--- src/rtl/painterengine_gpu_writer_scheduler_if.sv ---
// Signal bundle between the four requesters, the shared GPU DMA writer and the
// round-robin scheduler that sequences writer jobs.
interface painterengine_gpu_writer_scheduler_if;
  logic [3:0] i_wire_request;
  logic [3:0] o_wire_grant;
  logic [3:0] o_wire_done;
  logic [3:0] o_wire_error;
  logic [2:0] o_wire_error_type;
  logic       o_wire_busy;
  logic       o_wire_writer_resetn;
  logic [3:0] o_wire_writer_router;
  logic       i_wire_writer_done;
  logic       i_wire_writer_error;
  logic [2:0] i_wire_writer_error_type;

  modport slave (
    input  i_wire_request,
    output o_wire_grant,
    output o_wire_done,
    output o_wire_error,
    output o_wire_error_type,
    output o_wire_busy,
    output o_wire_writer_resetn,
    output o_wire_writer_router,
    input  i_wire_writer_done,
    input  i_wire_writer_error,
    input  i_wire_writer_error_type
  );

  modport master (
    output i_wire_request,
    input  o_wire_grant,
    input  o_wire_done,
    input  o_wire_error,
    input  o_wire_error_type,
    input  o_wire_busy,
    input  o_wire_writer_resetn,
    input  o_wire_writer_router,
    output i_wire_writer_done,
    output i_wire_writer_error,
    output i_wire_writer_error_type
  );
endinterface

--- src/rtl/painterengine_gpu_writer_scheduler.sv ---
// Round-robin scheduler sharing one GPU DMA writer among four channels: arbitrate,
// release the writer from reset, wait for done/error/timeout, pulse the result.
module painterengine_gpu_writer_scheduler #(
  parameter logic [31:0] PARAM_TIMEOUT      = 32'd1000000,
  parameter int unsigned PARAM_RESET_CYCLES = 4
) (
  input logic i_wire_clock,
  input logic i_wire_resetn,
  painterengine_gpu_writer_scheduler_if.slave bus
);

  typedef enum logic [2:0] {
    S_IDLE,
    S_START,
    S_RUN,
    S_FINISH,
    S_HOLD
  } state_e;

  // HOLD lasts PARAM_RESET_CYCLES-1 cycles; together with FINISH the writer
  // sees PARAM_RESET_CYCLES low cycles of reset after every job.
  localparam logic [7:0] HOLD_LAST = 8'(PARAM_RESET_CYCLES - 2);

  state_e      state_q, state_d;
  logic [3:0]  grant_q, grant_d;
  logic [3:0]  done_q, done_d;
  logic [3:0]  error_q, error_d;
  logic [2:0]  etype_q, etype_d;
  logic        busy_q, busy_d;
  logic        wrstn_q, wrstn_d;
  logic [1:0]  last_q, last_d;
  logic [31:0] tcnt_q, tcnt_d;
  logic [7:0]  hold_q, hold_d;

  logic        win_valid;
  logic [1:0]  win_idx;
  logic [1:0]  cand;

  // Scan last+1 .. last+4 (mod 4); the served channel comes last.
  always_comb begin
    win_valid = 1'b0;
    win_idx   = '0;
    cand      = '0;
    for (int unsigned i = 1; i <= 4; i++) begin
      cand = last_q + i[1:0];
      if (!win_valid && bus.i_wire_request[cand]) begin
        win_valid = 1'b1;
        win_idx   = cand;
      end
    end
  end

  always_comb begin
    state_d = state_q;
    grant_d = grant_q;
    done_d  = '0;
    error_d = '0;
    etype_d = etype_q;
    wrstn_d = 1'b0;
    last_d  = last_q;
    tcnt_d  = tcnt_q;
    hold_d  = hold_q;

    unique case (state_q)
      S_IDLE: begin
        grant_d = '0;
        if (win_valid) begin
          grant_d = 4'b0001 << win_idx;
          last_d  = win_idx;
          state_d = S_START;
        end
      end
      S_START: begin
        wrstn_d = 1'b1;
        tcnt_d  = '0;
        state_d = S_RUN;
      end
      S_RUN: begin
        wrstn_d = 1'b1;
        if (tcnt_q != '1) tcnt_d = tcnt_q + 32'd1;
        if (bus.i_wire_writer_error) begin
          error_d = grant_q;
          etype_d = bus.i_wire_writer_error_type;
          wrstn_d = 1'b0;
          state_d = S_FINISH;
        end else if (bus.i_wire_writer_done) begin
          done_d  = grant_q;
          wrstn_d = 1'b0;
          state_d = S_FINISH;
        end else if ((PARAM_TIMEOUT != 32'd0) && (tcnt_q == PARAM_TIMEOUT - 32'd1)) begin
          error_d = grant_q;
          etype_d = 3'b111;
          wrstn_d = 1'b0;
          state_d = S_FINISH;
        end
      end
      S_FINISH: begin
        grant_d = '0;
        hold_d  = '0;
        state_d = S_HOLD;
      end
      S_HOLD: begin
        grant_d = '0;
        if (hold_q == HOLD_LAST) begin
          state_d = S_IDLE;
        end else begin
          hold_d = hold_q + 8'd1;
        end
      end
      default: begin
        grant_d = '0;
        state_d = S_IDLE;
      end
    endcase

    busy_d = (state_d != S_IDLE);
  end

  always_ff @(posedge i_wire_clock or negedge i_wire_resetn) begin
    if (!i_wire_resetn) begin
      state_q <= S_IDLE;
      grant_q <= '0;
      done_q  <= '0;
      error_q <= '0;
      etype_q <= '0;
      busy_q  <= 1'b0;
      wrstn_q <= 1'b0;
      last_q  <= 2'd3;
      tcnt_q  <= '0;
      hold_q  <= '0;
    end else begin
      state_q <= state_d;
      grant_q <= grant_d;
      done_q  <= done_d;
      error_q <= error_d;
      etype_q <= etype_d;
      busy_q  <= busy_d;
      wrstn_q <= wrstn_d;
      last_q  <= last_d;
      tcnt_q  <= tcnt_d;
      hold_q  <= hold_d;
    end
  end

  assign bus.o_wire_grant         = grant_q;
  assign bus.o_wire_writer_router = grant_q;
  assign bus.o_wire_done          = done_q;
  assign bus.o_wire_error         = error_q;
  assign bus.o_wire_error_type    = etype_q;
  assign bus.o_wire_busy          = busy_q;
  assign bus.o_wire_writer_resetn = wrstn_q;

endmodule

--- src/flat_wrapper.sv ---
// flat-port wrapper written by rule: the top's interface ports become plain ports
module painterengine_gpu_writer_scheduler_flat 
#(
  parameter logic [31:0] PARAM_TIMEOUT      = 32'd1000000,
  parameter int unsigned PARAM_RESET_CYCLES = 4
)
  (i_wire_clock, i_wire_resetn, bus_i_wire_request, bus_o_wire_grant, bus_o_wire_done, bus_o_wire_error, bus_o_wire_error_type, bus_o_wire_busy, bus_o_wire_writer_resetn, bus_o_wire_writer_router, bus_i_wire_writer_done, bus_i_wire_writer_error, bus_i_wire_writer_error_type);
  painterengine_gpu_writer_scheduler_if bus_i ();
  input logic i_wire_clock;
  input logic i_wire_resetn;
  input wire logic [$bits(bus_i.i_wire_request)-1:0] bus_i_wire_request;
  output wire logic [$bits(bus_i.o_wire_grant)-1:0] bus_o_wire_grant;
  output wire logic [$bits(bus_i.o_wire_done)-1:0] bus_o_wire_done;
  output wire logic [$bits(bus_i.o_wire_error)-1:0] bus_o_wire_error;
  output wire logic [$bits(bus_i.o_wire_error_type)-1:0] bus_o_wire_error_type;
  output wire logic [$bits(bus_i.o_wire_busy)-1:0] bus_o_wire_busy;
  output wire logic [$bits(bus_i.o_wire_writer_resetn)-1:0] bus_o_wire_writer_resetn;
  output wire logic [$bits(bus_i.o_wire_writer_router)-1:0] bus_o_wire_writer_router;
  input wire logic [$bits(bus_i.i_wire_writer_done)-1:0] bus_i_wire_writer_done;
  input wire logic [$bits(bus_i.i_wire_writer_error)-1:0] bus_i_wire_writer_error;
  input wire logic [$bits(bus_i.i_wire_writer_error_type)-1:0] bus_i_wire_writer_error_type;
  assign bus_i.i_wire_request = bus_i_wire_request;
  assign bus_o_wire_grant = bus_i.o_wire_grant;
  assign bus_o_wire_done = bus_i.o_wire_done;
  assign bus_o_wire_error = bus_i.o_wire_error;
  assign bus_o_wire_error_type = bus_i.o_wire_error_type;
  assign bus_o_wire_busy = bus_i.o_wire_busy;
  assign bus_o_wire_writer_resetn = bus_i.o_wire_writer_resetn;
  assign bus_o_wire_writer_router = bus_i.o_wire_writer_router;
  assign bus_i.i_wire_writer_done = bus_i_wire_writer_done;
  assign bus_i.i_wire_writer_error = bus_i_wire_writer_error;
  assign bus_i.i_wire_writer_error_type = bus_i_wire_writer_error_type;
  painterengine_gpu_writer_scheduler #(.PARAM_TIMEOUT(PARAM_TIMEOUT), .PARAM_RESET_CYCLES(PARAM_RESET_CYCLES)) u_core (.i_wire_clock(i_wire_clock), .i_wire_resetn(i_wire_resetn), .bus(bus_i));
endmodule
--- config.mk ---
export PLATFORM = sky130hd
export DESIGN_NAME = painterengine_gpu_writer_scheduler_flat
export DESIGN_NICKNAME = d
export VERILOG_FILES = /design/src/rtl/painterengine_gpu_writer_scheduler_if.sv /design/src/rtl/painterengine_gpu_writer_scheduler.sv /design/src/flat_wrapper.sv
export SDC_FILE = /design/constraint.sdc
export NUM_CORES = 1
export LEC_CHECK = 0
export ABC_AREA = 1
export BUFFER_PORTS_ARGS = -buffer_cell sky130_fd_sc_hd__buf_2
export CAP_MARGIN = 0
export CORE_MARGIN = 8
export CORE_UTILIZATION = 25
export DETAILED_ROUTE_END_ITERATION = 8
export SETUP_SLACK_MARGIN = 0.2
export SYNTH_ARGS = -nofsm -noshare
export SYNTH_HDL_FRONTEND = slang
export SYNTH_SLANG_ARGS = --single-unit
--- constraint.sdc ---
create_clock -name i_wire_clock -period 1.9 [get_ports i_wire_clock]
set_input_delay 0.285 -clock i_wire_clock [delete_from_list [all_inputs] [get_ports i_wire_clock]]
set_output_delay 0.285 -clock i_wire_clock [all_outputs]
set_load 0.01 [all_outputs]
==> results.cfg <==
[worst_setup_path]
path_max_fanout = 13
cp_slowest_stage_delay_ps = 370
slowest_stage = dfrtp_1
crit_required_ps = 2120
worst_ep_arrival_time_ps = 1880
crit_type = reg2reg
crit_chain = ha_2 -> inv_2 -> nor2_4 -> nand3_4 -> nor2_4 -> nand3_4 -> nand2_8 -> o21ai_2
cp-end-kind = flop
critPathLaunchType = flop

[drt]
postRouteAntennaNets = 0
met3_length_um = 404
dr_wl_met2_um = 5210
dr.pass1.iters = 6
avgViaCountPerCell = 4.45
highest_layer = met4
first_iter_violations = 232
vias = 3727
wirelength_um = 10900
post_drt_wl_per_cell_um = 13.0
wl_met1_um = 5090
drc_errors = 0

[timing]
rsz0062_at_grt = yes
fin_crit_ps = 1660
fin_skew_ps = 9.48
finalSetupTns_ps = 0
post-route-period-util = 0.874
drv_slew = 0
relSlewSlack = 0.756
hold_viol_final = 0
worstMarginPinSlew_ps = 363
setup_viol_count_final = 0
clock.fmax_mhz = 602

[synth]
synth_top_area_cell = dfrtp_1
synthDominantCellAreaShare = 0.374
syn_area_um2 = 4010
syn-instance-count = 553
ys_warn_count = 0
ys_async_sr_fraction = 1.00
ys_types = 35
synthMuxAreaShare = 0
synth_compound_area_frac = 0.0833
synth_xor_area_frac = 0.0306
synth-simple-area-share = 0.402
synthTopCellsByCount = 172 x nand2_1, 63 x nor2_1, 60 x dfrtp_1
synth-seq-cells = 62
synth.most_common_cell = nand2_1
syn-num-nets = 567
synth-main-ff-cell = dfrtp_1
syn-mean-instance-area_um2 = 7.26
yosysSeqAreaShare = 0.387
synth_edf_count = 0
synth_adder_area_share = 0.00935
synth_top_family_by_area = simple AND/OR/NAND/NOR gates
ys_top_cells_by_area = dfrtp_1 37%, nand2_1 16%, nand3_1 7.0%, nor2_1 5.9%, inv_1 5.1%

[finish]
utilization = 0.323
area_growth_pct = 26.9
num-fill-cells = 1676
diodes = 0
nets = 630
final_layout_size_suffix_gt1_frac = 0.309

[placed_design]
io_buffers = 31
gp_congestion = 0.876
dp_hpwl_um = 7570

[floorplan]
fp.dieH_um = 143
boundaryPins = 32
rows = 46
fp.dieArea_um2 = 20400
die_x_um = 143
coreArea_um2 = 15800
start_util = 0.254

[clocking]
insertion_delay_ps = 340
htreeDepth = 3
numClockSinks = 62
clock_path_buffers = 2
cts-root-buf = clkbuf_16
cts_tree = yes
cts_buffers = 9
clk_pin_slew_ps = 60

[global_route]
grt-ovfl-total = 0
grt_start_max_net_pins = 63
grt_pass1_wl_um = 17200
antenna_found_initial = 0
grt_usage = 0.106
grt_pass1_vias = 3536

[hold_path]
hp-class = in2reg

[power_and_ir_drop]
peakVddDrop_v = 0.000795
p_leak_uw = 0.00233
p_per_area_nw_per_um2 = 1170

[status]
status = completed

[run]
maxCapViolations = 0
==> path summary, 6_finish.rpt <==
kind,from,endpoint,slack [ps],depth (start not counted)
max,u_core.tcnt_q[1]$_DFFE_PN0P_,u_core.tcnt_q[17]$_DFFE_PN0P_,240,8
min,bus_i_wire_writer_error_type[2],u_core.bus.o_wire_error_type[2]$_DFFE_PN0P_,210,3
max reg2reg,u_core.tcnt_q[1]$_DFFE_PN0P_,u_core.tcnt_q[17]$_DFFE_PN0P_,240,8
min reg2reg,u_core.bus.o_wire_error_type[1]$_DFFE_PN0P_,u_core.bus.o_wire_error_type[1]$_DFFE_PN0P_,490,2
max in group asynchronous,i_wire_resetn,u_core.last_q[0]$_DFFE_PN1P_,1080,3
min in group asynchronous,i_wire_resetn,u_core.tcnt_q[4]$_DFFE_PN0P_,490,3
==> per-layer routing <==
metal  GRT usage  up-vias
li1            -     1905
met1       0.136     1714
met2       0.174       93
met3      0.0250       15
met4      0.0308        0
met5           0        -
==> kinds of logic after synthesis <==
family          count (synthesis)
fa+ha+maj                       3
xor+xnor                       14
buf+inv                        77
simple gates                  351
compound gates                 46
flops                          62
==> per-stage QoR <==
step	area (um2)	total power (uW)	std cells	hold slack, ps	setup WS, ps
final	5090	5940	837	208	240
after global routing	5090	6330	837	234	158
after CTS	4760	5550	818	227	198
after detailed placement	4440	3900	799	330	178
after global placement	4440	3900	799	328	181
after floorplan	4010	3450	553	-10.6	253
==> state kept, by name (all words and copies together) (netlist names) <==
register,count
u_core.state_q,3
u_core.bus.o_wire_grant,4
u_core.hold_q,8
u_core.bus.o_wire_busy,1
u_core.bus.o_wire_error_type,3
u_core.tcnt_q,32
u_core.bus.o_wire_done,4
u_core.last_q,2
u_core.bus.o_wire_writer_resetn,1
u_core.bus.o_wire_error,4
==> cell type report <==
cell class,instances,area [um2],area share
sequential,62,1560,0.306
multi-input combinational,417,2300,0.451
tap,216,270,0.0531
clock inverter,7,60.1,0.0118
clock buffer,9,225,0.0442
timing repair buffer,61,433,0.0850
inverter,65,246,0.0484
==> what timing repair did <==
item | 4_1_cts | 5_1_grt
setup buffers | 2 | 15
gates cloned | 0 | 4
setup endpoints to repair | 10 | 44
hold buffers | 1 | 0
pin swaps | 2 | 21
endpoints found under the hold margin | 60 | 0
gates resized for setup | 3 | 58
==> power by group <==
part	switching, uW	leakage, uW	internal (uW)
registers	189	0.000832	1530
clock network	683	0.000138	907
logic	1730	0.00136	890
==> cells in the final DEF (no fill, tap or decap), types with 3 or more instances in the layout <==
cell / instances
nand2_1: 153
nor2_1: 56
dfrtp_1: 56
nand3_1: 55
inv_1: 48
nand2_2: 33
buf_2: 31
buf_4: 24
o21ai_2: 23
inv_2: 16
nor3_1: 14
xor2_1: 11
clkbuf_16: 10
nor2_2: 8
nor2_4: 7
o21ai_0: 6
nor3_2: 5
nor3_4: 5
nand2_4: 5
nand4_1: 5
o21ai_1: 5
o22ai_1: 5
inv_6: 5
dfrtp_2: 4
nand2_8: 3
a21o_1: 3
xnor2_1: 3
==> worst max-delay path: cells and delay by family, from the launching register on <==
kind	cells	cell delay [ps]
DFF	1	370
buffers and inverters	1	40
adders and majority gates	1	200
AOI/OAI and AO/OA	1	70
and+or+nand+nor	5	850
Power figures use the tool's default switching activity.
